[config.mk]
export PLATFORM = sky130hd
export DESIGN_NAME = point_addition
export DESIGN_NICKNAME = d
export VERILOG_FILES = /design/src/rtl/point_addition.sv
export SDC_FILE = /design/constraint.sdc
export NUM_CORES = 1
export LEC_CHECK = 0
export CAP_MARGIN = 20
export CORE_ASPECT_RATIO = 0.8
export CORE_MARGIN = 1
export CORE_UTILIZATION = 40
export CTS_CLUSTER_DIAMETER = 80
export CTS_CLUSTER_SIZE = 12
export DETAILED_ROUTE_END_ITERATION = 10
export GPL_ROUTABILITY_DRIVEN = 1
export RECOVER_POWER = 25
export REMOVE_ABC_BUFFERS = 1
export SLEW_MARGIN = 20
export SYNTH_ARGS = -nofsm -noshare
export SYNTH_HDL_FRONTEND = slang
export SYNTH_SLANG_ARGS = --single-unit
[constraint.sdc]
create_clock -name clk -period 8.87 [get_ports clk]
set_input_delay 1.774 -clock clk [delete_from_list [all_inputs] [get_ports clk]]
set_output_delay 1.774 -clock clk [all_outputs]
set_load 0.005 [all_outputs]
[src/rtl/point_addition.sv]
// Elliptic-curve affine point addition R = P + Q over GF(p) on y^2 = x^3 + A*x + b.
// One operation per reset release. The datapath uses a shared bit-serial modular multiplier
// and a binary extended-Euclid inverter.
// Optional feature: define POINT_ADD_INF_INPUT_EN to recognise the all-ones x encoding of
// the point at infinity on the inputs.
module point_addition #(
    parameter int n = 10,
    parameter int A = 2
) (
    input  logic         clk,
    input  logic         reset,
    input  logic [n-1:0] p,
    input  logic [n-1:0] x1,
    input  logic [n-1:0] y1,
    input  logic [n-1:0] x2,
    input  logic [n-1:0] y2,
    output logic [n-1:0] x3,
    output logic [n-1:0] y3,
    output logic         result,
    output logic         infinity
);

    localparam logic [2:0] IDLE       = 3'd0;
    localparam logic [2:0] CHECK      = 3'd1;
    localparam logic [2:0] LAMBDA_NUM = 3'd2;
    localparam logic [2:0] INVERT     = 3'd3;
    localparam logic [2:0] LAMBDA_MUL = 3'd4;
    localparam logic [2:0] X3         = 3'd5;
    localparam logic [2:0] Y3         = 3'd6;
    localparam logic [2:0] DONE       = 3'd7;

    localparam int CW = (n > 1) ? $clog2(n) : 1;
    // Coefficient a is assumed already reduced below p.
    localparam logic [n-1:0] A_N = n'(A);

    function automatic logic [n-1:0] mod_add(input logic [n-1:0] a, input logic [n-1:0] b,
                                              input logic [n-1:0] m);
        logic [n:0] s;
        s = {1'b0, a} + {1'b0, b};
        if (s >= {1'b0, m}) s = s - {1'b0, m};
        return s[n-1:0];
    endfunction

    function automatic logic [n-1:0] mod_sub(input logic [n-1:0] a, input logic [n-1:0] b,
                                              input logic [n-1:0] m);
        logic [n:0] d;
        d = {1'b0, a} - {1'b0, b};
        if (a < b) d = d + {1'b0, m};
        return d[n-1:0];
    endfunction

    // x/2 mod m for odd m: add m first when x is odd so the shift is exact.
    function automatic logic [n-1:0] mod_half(input logic [n-1:0] x, input logic [n-1:0] m);
        logic [n:0] s;
        s = x[0] ? ({1'b0, x} + {1'b0, m}) : {1'b0, x};
        return n'(s >> 1);
    endfunction

    logic [2:0]   state;
    logic [1:0]   phase;
    logic [n-1:0] pr, ax1, ay1, ax2, ay2;
    logic [n-1:0] num, den, lam, x3_t, diff;
    logic [n-1:0] u, v, s1, s2;
    logic [n-1:0] mul_a, mul_b, mul_acc;
    logic [CW-1:0] mul_cnt;
    logic         mul_busy;
    logic         mul_go;
    logic [n-1:0] op_a, op_b;
    logic         p_inf, q_inf;

`ifdef POINT_ADD_INF_INPUT_EN
    assign p_inf = (ax1 == '1);
    assign q_inf = (ax2 == '1);
`else
    assign p_inf = 1'b0;
    assign q_inf = 1'b0;
`endif

    // Decode when the FSM launches a product and which operands it uses.
    always_comb begin
        mul_go = 1'b0;
        op_a   = lam;
        op_b   = lam;
        case (state)
            LAMBDA_NUM: if (phase == 2'd0 && ax1 == ax2) begin
                mul_go = 1'b1;
                op_a   = ax1;
                op_b   = ax1;
            end
            LAMBDA_MUL: if (phase == 2'd0) begin
                mul_go = 1'b1;
                op_a   = num;
                op_b   = den;
            end
            X3: mul_go = (phase == 2'd0);
            Y3: if (phase == 2'd1) begin
                mul_go = 1'b1;
                op_b   = diff;
            end
            default: ;
        endcase
    end

    // MSB-first interleaved multiplier: acc = 2*acc (+a) mod p, one bit of b per cycle.
    always_ff @(posedge clk or posedge reset) begin
        if (reset) begin
            mul_a    <= '0;
            mul_b    <= '0;
            mul_acc  <= '0;
            mul_cnt  <= '0;
            mul_busy <= 1'b0;
        end else if (mul_go) begin
            mul_a    <= op_a;
            mul_b    <= op_b;
            mul_acc  <= '0;
            mul_cnt  <= CW'(n - 1);
            mul_busy <= 1'b1;
        end else if (mul_busy) begin
            mul_acc <= mul_b[mul_cnt] ? mod_add(mod_add(mul_acc, mul_acc, pr), mul_a, pr)
                                      : mod_add(mul_acc, mul_acc, pr);
            if (mul_cnt == '0) mul_busy <= 1'b0;
            else mul_cnt <= mul_cnt - 1'b1;
        end
    end

    // Sequencing FSM plus the single-cycle add/sub/inverse datapath.
    always_ff @(posedge clk or posedge reset) begin
        if (reset) begin
            state    <= IDLE;
            phase    <= '0;
            pr       <= '0;
            ax1      <= '0;
            ay1      <= '0;
            ax2      <= '0;
            ay2      <= '0;
            num      <= '0;
            den      <= '0;
            lam      <= '0;
            x3_t     <= '0;
            diff     <= '0;
            u        <= '0;
            v        <= '0;
            s1       <= '0;
            s2       <= '0;
            x3       <= '0;
            y3       <= '0;
            result   <= 1'b0;
            infinity <= 1'b0;
        end else begin
            case (state)
                IDLE: begin
                    pr    <= p;
                    ax1   <= x1;
                    ay1   <= y1;
                    ax2   <= x2;
                    ay2   <= y2;
                    phase <= '0;
                    state <= CHECK;
                end
                CHECK: begin
                    if ((p_inf && q_inf) ||
                        (ax1 == ax2 && (ay1 != ay2 || ay1 == '0))) begin
                        x3       <= '1;
                        y3       <= '1;
                        infinity <= 1'b1;
                        state    <= DONE;
                    end else if (p_inf) begin
                        x3     <= ax2;
                        y3     <= ay2;
                        result <= 1'b1;
                        state  <= DONE;
                    end else if (q_inf) begin
                        x3     <= ax1;
                        y3     <= ay1;
                        result <= 1'b1;
                        state  <= DONE;
                    end else begin
                        state <= LAMBDA_NUM;
                    end
                end
                LAMBDA_NUM: begin
                    if (ax1 != ax2) begin
                        num   <= mod_sub(ay2, ay1, pr);
                        den   <= mod_sub(ax2, ax1, pr);
                        state <= INVERT;
                    end else begin
                        // Doubling: num = 3*x1^2 + A built from x1^2 with three mod adds.
                        case (phase)
                            2'd0: begin
                                den   <= mod_add(ay1, ay1, pr);
                                phase <= 2'd1;
                            end
                            2'd1: if (!mul_busy) begin
                                num   <= mod_add(mul_acc, mul_acc, pr);
                                phase <= 2'd2;
                            end
                            2'd2: begin
                                num   <= mod_add(num, mul_acc, pr);
                                phase <= 2'd3;
                            end
                            default: begin
                                num   <= mod_add(num, A_N, pr);
                                phase <= 2'd0;
                                state <= INVERT;
                            end
                        endcase
                    end
                end
                INVERT: begin
                    // Invariants: s1*den = u, s2*den = v (mod p). The inverse replaces den.
                    if (phase == 2'd0) begin
                        u     <= den;
                        v     <= pr;
                        s1    <= n'(1);
                        s2    <= '0;
                        phase <= 2'd1;
                    end else if (u == n'(1) || v == n'(1)) begin
                        den   <= (u == n'(1)) ? s1 : s2;
                        phase <= 2'd0;
                        state <= LAMBDA_MUL;
                    end else if (!u[0]) begin
                        u  <= u >> 1;
                        s1 <= mod_half(s1, pr);
                    end else if (!v[0]) begin
                        v  <= v >> 1;
                        s2 <= mod_half(s2, pr);
                    end else if (u >= v) begin
                        u  <= (u - v) >> 1;
                        s1 <= mod_half(mod_sub(s1, s2, pr), pr);
                    end else begin
                        v  <= (v - u) >> 1;
                        s2 <= mod_half(mod_sub(s2, s1, pr), pr);
                    end
                end
                LAMBDA_MUL: begin
                    if (phase == 2'd0) begin
                        phase <= 2'd1;
                    end else if (!mul_busy) begin
                        lam   <= mul_acc;
                        phase <= 2'd0;
                        state <= X3;
                    end
                end
                X3: begin
                    case (phase)
                        2'd0: phase <= 2'd1;
                        2'd1: if (!mul_busy) begin
                            x3_t  <= mod_sub(mul_acc, ax1, pr);
                            phase <= 2'd2;
                        end
                        default: begin
                            x3_t  <= mod_sub(x3_t, ax2, pr);
                            phase <= 2'd0;
                            state <= Y3;
                        end
                    endcase
                end
                Y3: begin
                    case (phase)
                        2'd0: begin
                            diff  <= mod_sub(ax1, x3_t, pr);
                            phase <= 2'd1;
                        end
                        2'd1: phase <= 2'd2;
                        default: if (!mul_busy) begin
                            x3     <= x3_t;
                            y3     <= mod_sub(mul_acc, ay1, pr);
                            result <= 1'b1;
                            state  <= DONE;
                        end
                    endcase
                end
                default: ;
            endcase
        end
    end

endmodule

Word level (Yosys, flattened, before mapping)

Index checks and enable logic that the tools add are counted.

Output and inout port bits: 22
Logic and storage cells: 255
Input bits: 52
Flip-flop bits (word level): 202

Muxes and demuxes: 111
Bitwise gates (word level): 3
Add/sub/neg operators: 33
Magnitude comparators: 15
Reductions and logical operators: 31
Eq/ne operators: 35

Operator list:

| operator                                       | number |
|---|---|
| two-way mux 10 bit                             | 67 |
| subtractor 10 bit                              | 15 |
| case mux 10 bit (2 select lines)               | 5 |
| adder 10 x 10 -> 11 bit                        | 8 |
| adder 10 bit                                   | 8 |
| less-than comparator 10 bit                    | 8 |
| case mux 10 bit (3 select lines)               | 2 |
| greater-or-equal comparator 11 x 10 -> 1 bit   | 5 |
| two-way mux 11 bit                             | 4 |
| two-way mux 3 bit                              | 10 |
| inequality test 2 bit, second input constant   | 13 |
| case mux 3 bit (7 select lines)                | 1 |
| == test 10 x 1 -> 1 bit, second input constant | 2 |
| inequality test 10 bit                         | 2 |
| inequality test 3 bit, second input constant   | 6 |
| AND reduction 4 bit                            | 4 |
| AND reduction 3 bit                            | 5 |
| two-way mux 2 bit                              | 6 |
| two-way mux 4 bit                              | 3 |
| case mux 2 bit (6 select lines)                | 1 |
| adder 10 x 2 -> 11 bit, second input constant  | 1 |
| == test 10 bit                                 | 1 |
| greater-or-equal comparator 10 bit             | 1 |
| zero test 10 bit                               | 1 |
| other kinds (28)                               | 49 |

Logic depth before layout (Yosys ltp)

Gate-level depths: netlist (run 1).

Word-level depth: 16
Gate-level depth with buffers: 25
Gate-level depth less buffers: 24

Worst setup path after synthesis (run 1)

OpenSTA, ideal clock, no wires.

Kind: register -> register
From: reg pr[1]
To: reg mul_acc[1]
Path slack: 2.423 ns
Period minus slack after synthesis: 6.447 ns
Buffers on the path: 1
Data required time: 8.750 ns
Arrival: 6.327 ns
Setup time: 0.120 ns
Stages on the path, launching flop included: 25
Cell sequence: dfrtp_1 inv_1 ha_1 ha_1 a41oi_1 o211ai_1 a31oi_1 nand2_1 mux2i_1 ha_1 a21o_1 a21oi_1 o21bai_1 a2111o_1 a31o_2 a21oi_1 xnor2_1 ha_1 nand3_1 or3_1 nand3_1 buf_2 mux2i_1 a211oi_1 a31o_2

Word-level cells in the longest chain between the ends: 10
Elaborated cells on any way between the ends: 12
Those cells by class: 3 x add/sub; 2 x order compare; 7 x mux

RTL lines:

| element                                                                                  | line | text |
|---|---|---|
| start, declared                                                                          | 61   | `logic [n-1:0] pr, ax1, ay1, ax2, ay2;` |
| start signal, assigned                                                                   | 152  | `pr <= p;` |
| subtractor 10 bit / greater-or-equal comparator 11 x 10 -> 1 bit (equally long branches) | 40   | `if (s >= {1'b0, m}) s = s - {1'b0, m};` |
| two-way mux 10 bit                                                                       | 40   |  |
| two-way mux 10 bit                                                                       | 118  | `end else if (mul_busy) begin` |
| two-way mux 10 bit                                                                       | 112  | `end else if (mul_go) begin` |
| adder 10 x 10 -> 11 bit                                                                  | 39   | `s = {1'b0, a} + {1'b0, b};` |
| subtractor 10 bit / greater-or-equal comparator 11 x 10 -> 1 bit (equally long branches) | 40   |  |
| two-way mux 10 bit                                                                       | 40   |  |
| two-way mux 10 bit (*)                                                                   | 119  | `mul_acc <= mul_b[mul_cnt] ? mod_add(mod_add(mul_acc, mul_acc, pr), mul_a, pr)` |
| two-way mux 10 bit (*)                                                                   | 118  |  |
| two-way mux 10 bit (*)                                                                   | 112  |  |
| end signal, assigned                                                                     | 119  |  |
| end, declared                                                                            | 64   | `logic [n-1:0] mul_a, mul_b, mul_acc;` |

Mark *: on every way between the ends. The rest lies on a longest branch, timed or not. The select of a mux whose other input is x is not followed.
A chain may end at the register's enable or synchronous reset.

Worst setup path in the final report (run 1)

From: reg pr[4]
To: reg mul_acc[5]

The elaborated chain is that of the path after synthesis.

==> key figures, run 1 <==
Yosys
  – Multiplexer area fraction after synthesis: 4.343%
  – Adder-cell share of the synthesized area: between 10% and 20%
  – Xor/xnor share of the synthesized area: 8.431%
  – Synthesized flop and latch total: between 200 and 250
  – Synth area leaders: dfrtp_1, ha_1, xnor2_1
  – Synth top cells by count: ha_1, nand2_1, o21ai_0
  – Synthesized area per cell: 8.082 sq um
  – FFs w/ async S/R, synth: 100.0%
  – Yosys Warn Count: 0
  – Share of the synthesized area in the top cell type: between 20% and 30%
  – Mapped Cells: 2784
  – EDFF count, synth: 0
  – Post-Synth Simple-Gate Area: between 10% and 20%
  – Post-synthesis compound-gate area fraction: 25.20%
  – Count leader, synth: ha_1
  – Area leader, netlist: dfrtp_1
  – Synth Cell Area: 22500 sq um
  – Synth Flop Type: dfrtp_1
  – Largest family of logic cells by synthesized area: compound AO/OA/AOI/OAI gates
  – Synth unique cells: 81
  – Seq/Total Area, Yosys: 22.47%

Routing
  – Vias per cell: 6.055
  – DR DRC count: 0
  – Drt pass-1 iters: 6
  – Met3 Routed Length: roughly 6.6 mm
  – M1 WL: 40.35 mm
  – WL per Instance: around 23 um
  – Met2 WL post-DR: 33.89 mm
  – Routed via count: 21560
  – ANT nets after route: 0
  – Post-Route WL: between 80 and 90 mm
  – Highest routed layer: met5
  – DR iter-0 viols: approximately 2400

Clock tree
  – Root Driver: clkbuf_16
  – Post-CTS Repair Setup Buffers: 0
  – Cts hold-fix bufs: 0
  – Clk sinks: 202
  – Resized cells post-CTS: 0
  – CTS Buffer Depth: 3
  – Clk pin slew, worst setup/hold paths: 70 ps
  – CTS tree: built
  – H-Tree Depth: 1
  – Worst-Skew Late Latency: 550 ps
  – CTS Buf Count: 21

Timing
  – Fmax: roughly 140 MHz
  – Slew @ Worst Pin: 4277 ps
  – RSZ-0062 raised after global routing: false
  – Slew margin rel.: -185.2%
  – Setup TNS: 0 ps
  – Setup-failing EPs final: 0
  – Fin crit share: between 80 and 90%
  – Final Hold Viols: 0
  – Fin crit period: just over 7000 ps
  – Clock skew: roughly 13 ps
  – Final Max Slew Viols: ~180

Floorplan
  – Die height: 214.1 um
  – Initial core utilization: around two fifths
  – Core area: around 55000 sq um
  – Io pins: 74
  – Std cell rows: 77
  – Die W: 267.2 um
  – Die Outline Area: approximately 57000 sq um

Setup path
  – Setup CP Type: flop to flop
  – Crit path max-delay family: compound AO/OA/AOI/OAI gates
  – Max incr delay on CP: 540 ps
  – Critical Path Stages: 25
  – R2R depth: 25
  – CP Launch Point: pr[4]
  – CP startpoint kind: flop
  – Reg-to-Reg End: mul_acc[5]
  – Reg-to-Reg Start: pr[4]
  – Setup crit end: mul_acc[5]
  – Worst EP arrival: 7560 ps
  – WP buf/inv: 2
  – Critical Path Fanout Max: 14
  – CP max-delay cell: nand3_1
  – Crit end category: flop
  – Req. time, crit path: between 9000 and 10000 ps
  – FF-to-FF setup slack: 1720 ps

Global route
  – First-pass GRT wire length: 126.0 mm
  – Congestion Overflow GR: 0
  – GRT Util Overall: 28.74%
  – Largest net degree at the start of global routing: 91
  – Vias in the first global route: roughly 20000
  – Initial antenna violation count: 2

Final layout
  – Share of post-route cells with drive strength above 1: under 10%
  – # nets final: roughly 3200
  – Synth-to-layout area growth: 9.337%

Place
  – RePlAce Congestion: 0.9454
  – Placed wire-length estimate: 64.04 mm
  – Port Buffers: 73

Outcome
  – Failing checks: capacitance limit, slew limit
  – Status: finished with violations

Flow run
  – Max-Cap Viols: 2

Worst hold path
  – Min-Delay Path Class: flop to flop
worst min path at each step:
stage	startpoint	end	slack (ps)	cells past startpoint
3_3_place_gp	result	result	450	1
5_1_grt	diff[6]	diff[6]	500	2
6_report	infinity	infinity	470	1
4_1_cts	infinity	infinity	470	1
3_5_place_dp	infinity	infinity	460	1
2_1_floorplan	diff[9]	diff[9]	450	2
layout by cell type, fill, tap and decap left out, types with 29 or more instances in the layout:
master	n
a21o_1	66
a21oi_1	227
buf_4	31
clkdlybuf4s50_1	72
dfrtp_1	202
fa_1	29
ha_1	284
inv_1	183
mux2_2	43
mux2i_1	47
nand2_1	254
nand3_1	51
nor2_1	228
nor2b_1	57
nor3_1	77
o21ai_0	238
xnor2_1	146
xor2_1	68
final cells by class:
cell class / count / area [sq um]
Clock buffer: 24 / 536.8
Timing Repair Buffer: 106 / 994.7
Sequential cell: 202 / 5055
Antenna cell: 1 / 2.502
Tap cell: 750 / 938.4
Clock inverter: 3 / 25.02
Multi-Input combinational cell: 2289 / 16350
Fill cell: 5561 / 30800
Inverter: 186 / 699.4
stage by stage:
step	instances	hold slack [ps]	cell area [sq um]	util [%]	setup WS (ps)
final	3561	466.0	24600	44.41	1718
after global routing	3560	499.1	24600	44.40	1230
after CTS	3559	472.8	24590	44.38	1811
after detailed placement	3532	458.1	24030	43.37	1836
after global placement	3532	451.9	24030	43.37	1815
after floorplan	2677	449.8	22070	-	1585
kinds of logic after synthesis:
| kind of cell | Yosys count |
|---|---|
| AO/OA/AOI/OAI | 880 |
| XOR/XNOR | 215 |
| adder cells (fa/ha/maj) | 313 |
| buffers and inverters | 293 |
| flip-flops | 202 |
| multiplexers | 91 |
| AND/OR/NAND/NOR | 790 |
worst reg2reg max path, cell delays in order (launching register included):
cell	delay, ps
dfrtp_1	330
buf_4	360
inv_1	320
ha_1	440
and4_1	240
a41oi_1	260
o211ai_1	200
a31oi_1	230
nand2_1	310
mux2i_1	430
ha_1	310
a21o_1	160
a21oi_1	240
o21bai_1	130
a2111o_1	450
a31o_2	240
a21oi_1	160
xnor2_1	160
ha_1	340
nand4_1	160
nor3_1	60
a311oi_1	210
nand3_1	540
mux2_2	470
o21ai_0	150
a21oi_1	90
layer usage:
metal,vias to the layer above,track usage (%)
li1,10120,-
met1,10470,44.19
met2,862,40.84
met3,114,4.582
met4,4,7.720
met5,-,0
Power of run 1 is left out: the tool's default activity adds up to more than one toggle a clock period on the data nets, which glitch-free logic cannot reach.
==> run 2, diff against run 1 <==
- clock period: 8.87 -> 7.2 ns (I/O delays scaled with it)
==> key figures, run 2 (synthesis results as in run 1) <==
Timing
  – Final Hold Viols: 0
  – Slew margin rel.: -159.0%
  – Fmax: 151.3 MHz
  – Slew @ Worst Pin: 3885 ps
  – Setup TNS: 0 ps
  – Final Max Slew Viols: 297
  – Fin crit period: ~6600 ps
  – Clock skew: between 20 and 30 ps
  – Fin crit share: 91.79%
  – Setup-failing EPs final: 0
  – RSZ-0062 raised after global routing: false

Outcome
  – Status: finished with violations
  – Failing checks: capacitance limit, slew limit

Floorplan
  – Die W: 267.2 um
  – Die Outline Area: 57210 sq um
  – Std cell rows: 77
  – Die height: 214.1 um
  – Io pins: 74
  – Core area: 55400 sq um
  – Initial core utilization: 40.61%

Setup path
  – Req. time, crit path: 7610 ps
  – Setup CP Type: flop to flop
  – CP startpoint kind: flop
  – Worst EP arrival: about 7000 ps
  – Critical Path Fanout Max: 13
  – Crit end category: flop

Place
  – Port Buffers: 73
  – Placed wire-length estimate: 62.92 mm
  – RePlAce Congestion: 1.013

Final layout
  – Share of post-route cells with drive strength above 1: 5.630%
  – Synth-to-layout area growth: 9.804%
  – # nets final: approximately 3200
  – Most common cell after layout, fill and taps aside: ha_1
  – FF+latch area: 5055 sq um
  – Most frequent cells in the layout: ha_1, nand2_1, o21ai_0
  – Fill cells: 5424
  – Multi-input gate area: 16360 sq um

Routing
  – ANT nets after route: 0
  – Post-Route WL: 83.18 mm
  – Drt pass-1 iters: 6
  – Vias per cell: 6.078
  – DR DRC count: 0
  – WL per Instance: 23.27 um
  – Routed via count: 21730
  – DR iter-0 viols: 2309

Global route
  – Initial antenna violation count: 3
  – Largest net degree at the start of global routing: around 170
  – GR Layer Usage met2: 41.72%
  – First-pass GRT wire length: about 130 mm
  – GRT Util Overall: 28.81%
  – GR peak layer: met1
  – Congestion Overflow GR: 0
  – Vias in the first global route: approximately 21000
  – GR met1 Demand/Resource: about 44%
  – Met3 Use GR: between 4 and 5%

Clock tree
  – Post-CTS Repair Setup Buffers: 0
  – Resized cells post-CTS: 0
  – CTS Buffer Depth: 3
  – Root Driver: clkbuf_16
  – Clk pin slew, worst setup/hold paths: roughly 70 ps
  – CTS Buf Count: 21
  – CTS tree: built
  – Worst-Skew Late Latency: between 500 and 600 ps
  – Clk sinks: 202
  – Cts hold-fix bufs: 0
  – H-Tree Depth: 1

Worst hold path
  – Min-Delay Path Class: flop to flop

Flow run
  – Max-Cap Viols: 3
==> run 2: path summary, 6_finish.rpt <==
kind                       slack [ps]          to  cells past startpoint  startpoint
setup / recovery                  590  mul_acc[5]                     24       pr[4]
hold / removal                    470    infinity                      1    infinity
setup reg to reg                  590  mul_acc[5]                     24       pr[4]
hold reg to reg                   470    infinity                      1    infinity
max in group asynchronous        1980       x3[0]                      3       reset
min in group asynchronous        1880       s2[3]                      2       reset
==> run 2: per-layer routing <==
layer  routed length, um  vias up
met2               34240      863
met4                2179        2
met3                7296      106
li1                    -    10140
met1               39450    10620
met5                  14        -
==> run 2: worst max-delay path: stages (launching register included) <==
cell,delay (ps)
dfrtp_1,380
inv_1,320
ha_1,360
and4_1,260
a41oi_1,250
o211ai_1,170
a31oi_1,220
nand2_1,320
mux2i_1,480
ha_1,320
a21o_1,160
a21oi_1,240
o21bai_1,150
a2111o_1,460
a31o_2,240
a21oi_1,200
xnor2_1,180
ha_1,340
nand4_1,130
nor3_1,60
a311oi_1,250
nand3_2,360
mux2_2,390
o21ai_0,140
a21oi_1,80
==> run 2: final cells by class <==
cell class / instances / share of cell area (%)
multi-input cells: 2289 / 66.20
flip-flops and latches: 202 / 20.46
repair buffers: 118 / 4.295
well taps: 750 / 3.798
inverters: 186 / 2.831
clock buffers: 26 / 2.325
clock inverters: 3 / 0.07597
diodes: 1 / 0.01013
==> run 2: per-stage QoR <==
stage	worst slack (ps)	utilization [%]	cell area (sq um)	std cells	hold slack, ps
4_1_cts	535.7	44.62	24720	3573	473.9
6_report	590.9	44.60	24700	3575	472.2
3_5_place_dp	570.4	43.55	24130	3544	459.0
3_3_place_gp	670.1	43.55	24130	3544	457.3
2_1_floorplan	249.3	-	22070	2677	449.8
5_1_grt	47.11	44.59	24700	3574	487.1
Power of run 2 is left out for the same reason.
